===== src/rtl/mod_seq.sv =====
// mod_seq: unsigned A mod B by repeated subtraction, one subtract per cycle, quotient in iter_count
module mod_seq #(
    parameter int WIDTH = 32
) (
    input  logic             clk,
    input  logic             rst,
    input  logic             start,
    input  logic [WIDTH-1:0] A,
    input  logic [WIDTH-1:0] B,
    output logic [WIDTH-1:0] R,
    output logic             valid,
    output logic             busy,
    output logic             div_by_zero,
    output logic [WIDTH-1:0] iter_count
);
    localparam logic [1:0] IDLE = 2'd0, SUB = 2'd1, DONE = 2'd2;
    logic [1:0] state_q, state_d;
    logic [WIDTH-1:0] r_q, r_d, b_q, b_d, cnt_q, cnt_d;
    logic dbz_q, dbz_d;
    logic [WIDTH-1:0] diff;
    logic no_borrow;
    // R + ~B + 1: the carry out doubles as the unsigned R >= B compare
    assign {no_borrow, diff} = {1'b0, r_q} + {1'b0, ~b_q} + {{WIDTH{1'b0}}, 1'b1};
    always_comb begin
        state_d = state_q;
        r_d = r_q;
        b_d = b_q;
        cnt_d = cnt_q;
        dbz_d = dbz_q;
        if (state_q == IDLE) begin
            if (start) begin
                b_d = B;
                r_d = A;
                cnt_d = '0;
                dbz_d = 1'b0;
                state_d = SUB;
            end
        end else if (state_q == SUB) begin
            if (b_q == '0) begin
                dbz_d = 1'b1;
                state_d = DONE;
            end else if (!no_borrow) begin
                state_d = DONE;
            end else begin
                r_d = diff;
                cnt_d = cnt_q + 1'b1;
            end
        end else begin
            state_d = IDLE;
        end
    end
    always_ff @(posedge clk) begin
        if (rst) begin
            state_q <= IDLE;
            r_q <= '0;
            b_q <= '0;
            cnt_q <= '0;
            dbz_q <= 1'b0;
        end else begin
            state_q <= state_d;
            r_q <= r_d;
            b_q <= b_d;
            cnt_q <= cnt_d;
            dbz_q <= dbz_d;
        end
    end
    assign R = r_q;
    assign iter_count = cnt_q;
    assign div_by_zero = dbz_q;
    assign valid = (state_q == DONE);
    assign busy = (state_q != IDLE);
endmodule


===== config.mk =====
export PLATFORM = sky130hd
export DESIGN_NAME = mod_seq
export DESIGN_NICKNAME = d
export VERILOG_FILES = /design/src/rtl/mod_seq.sv
export SDC_FILE = /design/constraint.sdc
export NUM_CORES = 1
export LEC_CHECK = 0
export CORE_UTILIZATION = 40
export DETAILED_ROUTE_END_ITERATION = 12
export HOLD_SLACK_MARGIN = 0.03
export PLACE_DENSITY = 0.66
export SLEW_MARGIN = 20
export SYNTH_ARGS = -nofsm -noshare
export SYNTH_HDL_FRONTEND = slang
export SYNTH_SLANG_ARGS = --single-unit

===== constraint.sdc =====
create_clock -name clk -period 4.1 [get_ports clk]
set_clock_uncertainty 0.15 [all_clocks]
set_input_delay 0.82 -clock clk [delete_from_list [all_inputs] [get_ports clk]]
set_output_delay 0.82 -clock clk [all_outputs]
set_load 0.005 [all_outputs]

# == After elaboration in Yosys (flattened, before gate mapping) ==
# Cells that the tools add are included.
# word_totals
reg_bits,99
in_bits,67
output_inout_bits,67
word_cells,43
# op_classes
add_sub_neg,3
n_eq_ne,5
n_mux,19
bitwise,1
reduce_logical,10
# op_table
operator,n
$mux 32,10
$add 32x32->33,1
$add 33x1->33 const B,1
$add 32x1->32 const B,1
$logic_not 32->1,1
$not 32->32,1
$mux 2,5
$reduce_bool 2->1,4
$mux 1,4
$ne 2x2->1 const B,2
$ne 4x3->1 const B,1
$reduce_and 2->1,2
$reduce_and 4->1,1
$reduce_and 3->1,1
$eq 2x1->1 const B,1
$eq 2x2->1 const B,1
$logic_not 2->1,1

# == Longest topological paths before layout ==
# depth
ltp_word,7
mapped_depth,15
depth_no_buf,13

# == Worst setup path after synthesis ==
# OpenSTA, ideal clock, no wires.
# synth_path
path_type,flip-flop to flip-flop
start,reg r_q[0] (netlist: R[0])
end,reg cnt_q[12] (netlist: iter_count[12])
setup_time_ps,91
arrival_ps,3283
required_ps,3859
setup_slack_ps,576
path_stages_with_launch,16
n_path_buf,2
synth_period_minus_slack_ps,3524
path_cell_list,dfxtp_1 inv_1 ha_1 inv_1 fa_1 a21oi_2 o211ai_1 a2111o_1 or4_4 a311oi_2 or2_1 buf_4 nor2_2 buf_6 a31o_1 a311oi_1
# synth_via
elab_chain_len,4
# synth_rtl
item,line,source
"start, declared",18,"logic [WIDTH-1:0] r_q, r_d, b_q, b_d, cnt_q, cnt_d;"
"start signal, assigned",61,r_q <= r_d;
$add 32x32->33,23,"assign {no_borrow, diff} = {1'b0, r_q} + {1'b0, ~b_q} + {{WIDTH{1'b0}}, 1'b1};"
$add 33x1->33,23,
$reduce_bool 2->1 (no line),-,
$reduce_and 4->1 (no line),-,
"end signal, assigned",63,cnt_q <= cnt_d;
"end, declared",18,
# Every way passes these cells.
# A chain may end at the register's enable or synchronous reset.

# == Final worst setup path ==
# layout_path
start,reg r_q[0] (netlist: R[0])
end,reg cnt_q[6] (netlist: iter_count[6])
# The elaborated chain is that of the path after synthesis.

==> metrics.txt <==
num ports=134; async set or reset register ratio after synthesis=0%; Ys Warns=0; largest net degree at the start of global routing=49; clock tree buffer depth=2; post-synthesis register bit count=99; fin crit period=3.857 ns; DP HPWL=13060 microns; cts-stage hold buffer count=0; cell mode on critical path=inv_1; Max Clock Freq=259.3 MHz; max cap viols=0; DR DRC count=0; Top delay family on crit path=compound AO/OA/AOI/OAI gates; DP Area=around 7700 sq um; leading post-synthesis cells by cell area=dfxtp_1, nand2_1, ha_1, a21oi_1, a311oi_1; Initial Util=between 40% and 50%; WL final=18130 microns; final hold violation count=0; Slowest cell on crit path=or4_4; unrepaired setup endpoints after global routing=false; share of post-route cells with drive strength above 1=5.538%; Startpoint Class=flop; Pre-antenna DRT Iters=5; Clock Latency Late Sink=0.36 ns; Root Driver=clkbuf_16; Area Overhead vs Synth=29.15%; n_diodes=0; Max Slew Vio Count=0; Net Count, Synth=just over 900; area of the mapped netlist=6237 sq um; gr usage total=22.77%; GP Congestion=0.8778; Seq/Total Area, Yosys=31.78%; IO buf count=133; post-synth top area share=31.78%; total grt overflow=0; Via Count=6247; total power=0.004459 W; Worst-Margin Slew=between 1 and 1.5 ns; initial antenna violation count=0; setup_tns=0 ns; Synth Area per Inst=between 7 and 8 sq um; vias per cell=5.543; CP Cell Sequence=inv_1 -> ha_1 -> inv_1 -> fa_1 -> a21oi_2 -> o211ai_1 -> a2111o_1 -> or4_4 -> a311oi_2 -> nor2_2 -> buf_4 -> and2_1 -> a21o_1 -> a311oi_1; WS Path Type=reg -> reg; CTS Buf Count=9; status=completed; Buf+Inv Stages, Crit Path=3; first-pass GRT wire length=roughly 30000 microns; Critical Path RT=4.22 ns; peak supply drop=258.2 uV; Syn Inst Count=slightly above 800; period utilization=94.07%; ys flop type=dfxtp_1; number of global-route vias before repair=5793; CTS tree=yes; post-route ant nets=0; post-CTS setup buffers=0; EDFF count, synth=0; Post-Place Worst Slack=about 0.21 ns; fin nets=1035; CTS H-tree lvls=3; Pleak=about 3.0 nW; Setup-failing EPs final=0; DIE AREA=16100 sq um; crit path DAT=3.98 ns; Hold Crit Class=reg -> reg; Die Width=around 130 microns; Worst slew margin=32.72%; leading area contributor after synthesis=dfxtp_1; row count=between 40 and 50; core box area=15200 sq um; DRT iter0 DRCs=420; Max stage delay on crit path=~0.50 ns; clk slew on worst S/H paths=0.07 ns; Worst Setup Slack, final=0.2432 ns; cell area after layout=8055 sq um; critical path peak fanout=13; Routed WL per cell=16.09 microns; endpoint type of the worst setup path=flop; Vert. Die Dim=between 100 and 150 microns; CTS Sinks=99; Pwr per Cell Area=553.6 nW/um^2; r2r setup slk=between 0.2 and 0.25 ns; Cell variety after synth=65
-- metrics by stage --
step	std cells	utilization (%)	hold WS, ns
6_report	1127	52.99	0.3249
5_1_grt	1127	52.99	0.3437
4_1_cts	1127	52.95	0.3253
3_5_place_dp	1111	50.80	0.3165
3_3_place_gp	1111	50.80	0.3100
2_1_floorplan	827	-	0.2990
-- final timing paths --
check,from,end,cells past startpoint
max,R[0]$_SDFFE_PP0P_,iter_count[6]$_SDFFE_PP0P_,14
min reg2reg,b_q[15]$_SDFFE_PP0P_,b_q[15]$_SDFFE_PP0P_,2
max reg2reg,R[0]$_SDFFE_PP0P_,iter_count[6]$_SDFFE_PP0P_,14
min,b_q[15]$_SDFFE_PP0P_,b_q[15]$_SDFFE_PP0P_,2
-- logic make-up (layout without fill, tap and decap cells) --
kind of cell / count (synthesis) / count (layout) / share of synthesized area, %
and+or+nand+nor: 304 / 304 / 22.67
AOI/OAI and AO/OA: 265 / 265 / 28.69
buffers and inverters: 101 / 213 / 6.519
DFF: 99 / 99 / 31.78
adders and majority gates: 34 / 34 / 6.941
xor gates and xnor gates: 23 / 23 / 3.230
muxes: 1 / 1 / 0.1805
-- layer usage --
layer	global-route usage [%]	wire length [microns]	part of all wire [%]
met5	0	0	0
met3	3.079	826	4.6
met4	7.283	264	1.5
met1	31.77	8999	50
met2	36.20	8039	44
-- repair_timing --
| item | 4_1_cts | 5_1_grt |
|---|---|---|
| resized for setup | 0 | 2 |
| endpoints found under the setup margin | 0 | 8 |
| hold endpoints to repair | 0 | 0 |
-- registers in the layout (all words and copies together) (netlist names) --
register and count:
state_q 2, iter_count 32, R 32, div_by_zero 1, b_q 32
-- cells in the final DEF, fill, tap and decap left out, drive strengths merged, types with 4 or more instances in the layout --
cell           instances
clkdlybuf4s50        132
nand2                128
dfxtp                 99
a21oi                 82
nor2                  66
inv                   48
o21ai                 40
a311oi                40
ha                    33
nand3                 20
buf                   18
nor3                  16
a211oi                15
a31oi                 14
a21o                  14
xnor2                 14
and3                  14
nor2b                 12
nand4                 11
clkbuf                11
nor4                  10
xor2                   9
a41oi                  7
o21a                   7
o21bai                 7
nand2b                 7
o211ai                 7
and2                   5
o31ai                  4
a31o                   4
-- cell type report --
class / instances / area, sq um
fillers: 1461 / 7147
multi-input cells: 627 / 3880
flip-flops and latches: 99 / 1982
repair buffers: 150 / 1454
clock buffers: 11 / 242.7
well taps: 188 / 235.2
inverters: 47 / 176.4
clock inverters: 5 / 85.08
-- synth_stat cells (9+ instances only) --
cell      instances
nand3_1          20
and3_1           14
ha_1             33
a211oi_1         15
a31oi_1          14
o21ai_0          39
inv_1            47
nor3_1           16
xnor2_1          14
nand2_1         128
a311oi_1         39
a21oi_1          78
xor2_1            9
a21o_1           14
nor2_1           64
nor2b_1          12
nor4_1           10
nand4_1          11
clkbuf_1         43
dfxtp_1          99
-- worst min-delay path, delay by kind of cell, from the launching register on --
kind | cells | cell delay [ns]
and+or+nand+nor | 1 | 0.05
DFF | 1 | 0.32
AOI/OAI and AO/OA | 1 | 0.05
-- power by group --
group / switching (W) / internal, W
clock: 0.000397 / 0.000556
combinational: 0.00130 / 0.00102
sequential: 0.000111 / 0.00108
total: 0.00181 / 0.00265
Power figures use the tool's default switching activity.
